`config.mk`:
```
export PLATFORM = sky130hd
export DESIGN_NAME = data_memory_arbiter
export DESIGN_NICKNAME = d
export VERILOG_FILES = /design/src/rtl/data_memory_arbiter.sv
export SDC_FILE = /design/constraint.sdc
export NUM_CORES = 1
export LEC_CHECK = 0
export CAP_MARGIN = 20
export CORE_MARGIN = 5
export CORE_UTILIZATION = 30
export CTS_CLUSTER_DIAMETER = 120
export CTS_CLUSTER_SIZE = 8
export DETAILED_ROUTE_END_ITERATION = 12
export MAX_ROUTING_LAYER = met4
export PLACE_DENSITY = 0.8
export SLEW_MARGIN = 30
export SYNTH_ARGS = -nofsm -noshare
export SYNTH_HDL_FRONTEND = slang
export SYNTH_SLANG_ARGS = --single-unit
export TNS_END_PERCENT = 1
```
`constraint.sdc`:
```
create_clock -name CLK -period 1.7 [get_ports CLK]
set_input_delay 0.34 -clock CLK [delete_from_list [all_inputs] [get_ports CLK]]
set_output_delay 0.34 -clock CLK [all_outputs]
set_load 0.02 [all_outputs]
```
`src/rtl/data_memory_arbiter.sv`:
```
// Purpose : shares the single-port data memory between the CORE load/store port and the DMA loader.
// Latency : grant and mem_* are same-cycle combinational; read data and oob_err arrive one cycle later.
// Backpr. : a requester holds req/we/addr/wdata until its gnt; DMA bursts lock out CORE for up to MAX_BURST beats.
//
// Ports:
//   CLK, RST_N                      clock, asynchronous active-low reset
//   core_req/we/addr/wdata -> gnt   CORE request and same-cycle grant; core_rdata/core_rvalid read return
//   dma_req/we/addr/wdata/last      DMA request, dma_last marks the final beat of a burst
//   dma_gnt, dma_rdata, dma_rvalid  DMA grant and read return
//   mem_we/mem_addr/mem_wd, mem_rd  data memory port (mem_rd is a combinational read of mem_addr)
//   oob_err                         one-cycle pulse after an out-of-range transfer
module data_memory_arbiter #(
    parameter int DEPTH     = 256,
    parameter int MAX_BURST = 16
) (
    input  logic        CLK,
    input  logic        RST_N,
    input  logic        core_req,
    input  logic        core_we,
    input  logic [31:0] core_addr,
    input  logic [31:0] core_wdata,
    output logic        core_gnt,
    output logic [31:0] core_rdata,
    output logic        core_rvalid,
    input  logic        dma_req,
    input  logic        dma_we,
    input  logic [31:0] dma_addr,
    input  logic [31:0] dma_wdata,
    input  logic        dma_last,
    output logic        dma_gnt,
    output logic [31:0] dma_rdata,
    output logic        dma_rvalid,
    output logic        mem_we,
    output logic [31:0] mem_addr,
    output logic [31:0] mem_wd,
    input  logic [31:0] mem_rd,
    output logic        oob_err
);

    localparam int          CW      = $clog2(MAX_BURST + 1);
    localparam logic [31:0] DEPTH_W = 32'(DEPTH);

    localparam logic [0:0] S_RR       = 1'b0;
    localparam logic [0:0] S_DMA_LOCK = 1'b1;

    logic [0:0]    r_state;
    logic          r_last_dma;     // 1: DMA had the most recent transfer, so CORE wins the next tie
    logic [CW-1:0] r_beat_cnt;
    logic [31:0]   r_core_rdata;
    logic          r_core_rvalid;
    logic [31:0]   r_dma_rdata;
    logic          r_dma_rvalid;
    logic          r_oob_err;

    logic          w_core_gnt;
    logic          w_dma_gnt;
    logic          w_core_in;
    logic          w_dma_in;
    logic [CW-1:0] w_beat_inc;
    logic          w_cap;

    assign w_core_in  = (core_addr < DEPTH_W);
    assign w_dma_in   = (dma_addr < DEPTH_W);
    assign w_beat_inc = r_beat_cnt + CW'(1);
    assign w_cap      = (w_beat_inc >= CW'(MAX_BURST));

    // Grant is gated by RST_N so nothing reaches the memory while reset is held.
    always_comb begin
        w_core_gnt = 1'b0;
        w_dma_gnt  = 1'b0;
        if (RST_N) begin
            if (r_state == S_DMA_LOCK) begin
                w_dma_gnt = dma_req;
            end else if (core_req && dma_req) begin
                w_core_gnt = r_last_dma;
                w_dma_gnt  = !r_last_dma;
            end else begin
                w_core_gnt = core_req;
                w_dma_gnt  = dma_req;
            end
        end
    end

    always_comb begin
        mem_we   = 1'b0;
        mem_addr = 32'd0;
        mem_wd   = 32'd0;
        if (w_dma_gnt) begin
            mem_we   = dma_we & w_dma_in;
            mem_addr = dma_addr;
            mem_wd   = dma_wdata;
        end else if (w_core_gnt) begin
            mem_we   = core_we & w_core_in;
            mem_addr = core_addr;
            mem_wd   = core_wdata;
        end
    end

    // Arbitration state: round-robin history and the DMA burst lock.
    always_ff @(posedge CLK or negedge RST_N) begin
        if (!RST_N) begin
            r_state    <= S_RR;
            r_last_dma <= 1'b1;
            r_beat_cnt <= '0;
        end else if (r_state == S_RR) begin
            if (w_core_gnt) begin
                r_last_dma <= 1'b0;
            end else if (w_dma_gnt) begin
                r_last_dma <= 1'b1;
                if (!dma_last) begin
                    r_state    <= S_DMA_LOCK;
                    r_beat_cnt <= CW'(1);
                end
            end
        end else begin
            // Leaving the lock always hands the next tie to CORE.
            if (!dma_req || dma_last || w_cap) begin
                r_state    <= S_RR;
                r_beat_cnt <= '0;
                r_last_dma <= 1'b1;
            end else begin
                r_beat_cnt <= w_beat_inc;
            end
        end
    end

    // Read return: mem_rd belongs to whichever side was granted this cycle.
    // Out-of-range reads still complete, but with zero data.
    always_ff @(posedge CLK or negedge RST_N) begin
        if (!RST_N) begin
            r_core_rdata  <= 32'd0;
            r_core_rvalid <= 1'b0;
            r_dma_rdata   <= 32'd0;
            r_dma_rvalid  <= 1'b0;
            r_oob_err     <= 1'b0;
        end else begin
            r_core_rvalid <= w_core_gnt & !core_we;
            r_dma_rvalid  <= w_dma_gnt & !dma_we;
            if (w_core_gnt && !core_we) begin
                r_core_rdata <= w_core_in ? mem_rd : 32'd0;
            end
            if (w_dma_gnt && !dma_we) begin
                r_dma_rdata <= w_dma_in ? mem_rd : 32'd0;
            end
            r_oob_err <= (w_core_gnt & !w_core_in) | (w_dma_gnt & !w_dma_in);
        end
    end

    assign core_gnt    = w_core_gnt;
    assign dma_gnt     = w_dma_gnt;
    assign core_rdata  = r_core_rdata;
    assign core_rvalid = r_core_rvalid;
    assign dma_rdata   = r_dma_rdata;
    assign dma_rvalid  = r_dma_rvalid;
    assign oob_err     = r_oob_err;

endmodule
```
==> impl_metrics.tcl <==
set metrics [dict create \
    status "complete, but fails checks" \
    failed_checks "negative setup slack" \
    min_period_ns 2.20 \
    h-tree-depth 3 \
    power_mw 6.47 \
    cts_buffers 9 \
    path_max_fanout 6 \
    end_kind "primary output" \
    hpwl_um 15100 \
    grt_usage_pct 26.8 \
    worstPathRequired_ns 1.36 \
    slowest_delay_ns 0.54 \
    setup_violations 105 \
    netlist-cell-type-count 32 \
    cp_slowest_cell "dfstp_2" \
    max-cap-violations 0 \
    cts_buffer_depth 2 \
    grt_overflow 0 \
    max_slew_margin_pct 57.2 \
    synth_top_cell_area_share_pct 48.8 \
    port_buffers 300 \
    rsz0062_at_grt "yes" \
    start_util_pct 30.9 \
    setup_ws_ns -0.496 \
    path_cells "buf_6, a31oi_4, buf_6, buf_6, buf_16, a22o_1, buf_6" \
    synth_seq_cells 74 \
    via_per_inst 5.23 \
    max_freq_mhz 455 \
    tightest_slew_ns 0.643 \
    root_buffer "clkbuf_16" \
    die-height_um 122 \
    synthCells 354 \
    layout_commonest_cell "clkdlybuf4s50_1" \
    crit_type "flop to primary output" \
    syn_area_um2 3740 \
    grt_max_degree 73 \
    rows 40 \
    synth_ff_type "dfrtp_1" \
    drive_gt1_share_pct 30.4 \
    startpoint_type "flop" \
    hp-class "input pin to asynchronous set/reset pin" \
    routed_wl_um 20000 \
    finalNetCount 871 \
    finalSetupTns_ns -35.48 \
    drc 0 \
    crit_path_frequent_cell "buf_6" \
    hold_ws_ns 0.127 \
    rrSetupSlack_ns -0.24 \
    synthTopCellsByArea "dfrtp_1 (49%), a22o_1 (16%), o2bb2ai_1 (15%)" \
    grt_pass1_vias 4893 \
    die_area_um2 14800 \
    drv_slew 0 \
    antenna_found_initial 1 \
    synth_top_area_cell "dfrtp_1" \
    p_leak_nw 3.62 \
    pin_count 301 \
    synth_edf_count 0 \
    antenna_left 0 \
    clkLatencyLatePin_ns 0.33 \
    finClkSkew_ns 0.00488 \
    area_growth_pct 124 \
    synth-seq-area-share_pct 49.5 \
    power_density_nw_per_um2 771 \
    grt_first_pass_wirelength_um 29400 \
    hold_viol_final 0 \
    synth_area_per_cell_um2 10.6 \
    dr.pass1.iters 4 \
    dr_total_vias 4590 \
    drtIter0Drc 329 \
    min_period_over_period_pct 129 \
    async_flop_share_pct 100 \
    clk_pin_slew_ns 0.06 \
    arrival_ns 1.86 \
    fp.dieW_um 122 \
    routedWlPerCell_um 22.9 \
    ir_drop_v 0.000449 \
    cts_tree "built" \
    mostFrequentLayoutCells "clkdlybuf4s50_1 (221), dfrtp_1 (72), buf_6 (70), nand2_1 (66), o2bb2ai_1 (55)" \
    place.gp.congestion 0.955 \
    coreArea_um2 12100 \
    syn_nets 522 \
    yosysWarningCount 0 \
    cts.sinks 74 \
]
[area by class of cell]
cell class	count	area (µm²)
multi-input combinational	241	2100
fill	904	3720
inverter	5	26.3
sequential	74	1850
tap	168	210
clock buffer	10	229
timing repair inverter	1	8.76
antenna	1	2.50
clock inverter	6	43.8
timing repair buffer	371	3920
[cell usage after synthesis (2+ instances only)]
cell type and count:
nand2_1 68, and4_1 3, dfrtp_1 73, nand3_1 3, nor4_1 12, nor2_1 2, inv_1 2, buf_6 3
o21ai_0 2, nand2b_1 4, buf_1 2, a22o_1 67, a21oi_1 4, buf_4 3, buf_2 13, o2bb2ai_1 64
clkbuf_1 13, inv_2 2
[cells by family (layout without fill, tap and decap cells)]
kind of cell,after synthesis,after routing,share of synthesized area [%]
compound gates,144,144,33.2
xor+xnor,1,1,0.234
other cells,0,1,0
flops,74,74,49.5
fa+ha+maj,1,1,0.334
buf+inv,39,393,5.38
simple gates,95,95,11.4
[worst paths after layout]
path                                start             end  depth (start not counted)
max                            r_last_dma       mem_wd[2]                          7
min                                 RST_N      r_last_dma                          2
max reg2reg                    r_last_dma   core_rdata[8]                         11
min reg2reg                core_rdata[27]  core_rdata[27]                          1
max in group asynchronous           RST_N  core_rdata[25]                          4
min in group CLK           core_rdata[27]  core_rdata[27]                          1
[metrics by stage]
step / setup slack [ns] / std cells / util, % / instance area (µm²)
floorplan: -0.0785 / 354 / - / 4030
global placement: -0.923 / 842 / 62.4 / 7560
detailed placement: -0.965 / 842 / 62.4 / 7560
CTS: -0.478 / 876 / 68.1 / 8250
global route: -0.548 / 877 / 69.3 / 8390
finish: -0.496 / 877 / 69.3 / 8390
[where the power goes]
group          switching (mW)  internal, mW  total (mW)  leakage (nW)
logic                    1.27          1.58        2.85          2.47
registers              0.0632          1.83        1.89          1.02
clock network           0.736         0.990        1.73         0.132
total                    2.07          4.40        6.47          3.62
[sequential cells by signal, indices dropped and copies added, names as in the netlist]
| signal | flops |
|---|---|
| r_last_dma | 1 |
| r_state | 1 |
| dma_rvalid | 1 |
| core_rdata | 32 |
| core_rvalid | 1 |
| dma_rdata | 32 |
| r_beat_cnt | 5 |
| oob_err | 1 |
[layer usage]
metal | track usage (%) | wire length, µm | part of all wire, %
met5 | - | 0 | 0
met4 | 7.70 | 634 | 3.2
met3 | 9.47 | 1870 | 9.3
met2 | 41.9 | 9520 | 47
met1 | 32.8 | 8030 | 40
[repair_timing]
item | CTS | global route
gates resized for setup | 393 | 35
endpoints found under the hold margin | 1 | 0
setup buffers | 11 | 0
hold buffers | 1 | 0
pin swaps | 33 | 12
cloned | 6 | 0
endpoints found under the setup margin | 133 | 139
[worst max-delay path, delay by kind of cell (launching register included)]
family,cells,cell delay (ns)
buffers and inverters,5,0.62
DFF,1,0.54
AOI/OAI and AO/OA,2,0.36
Power figures use the tool's default switching activity.
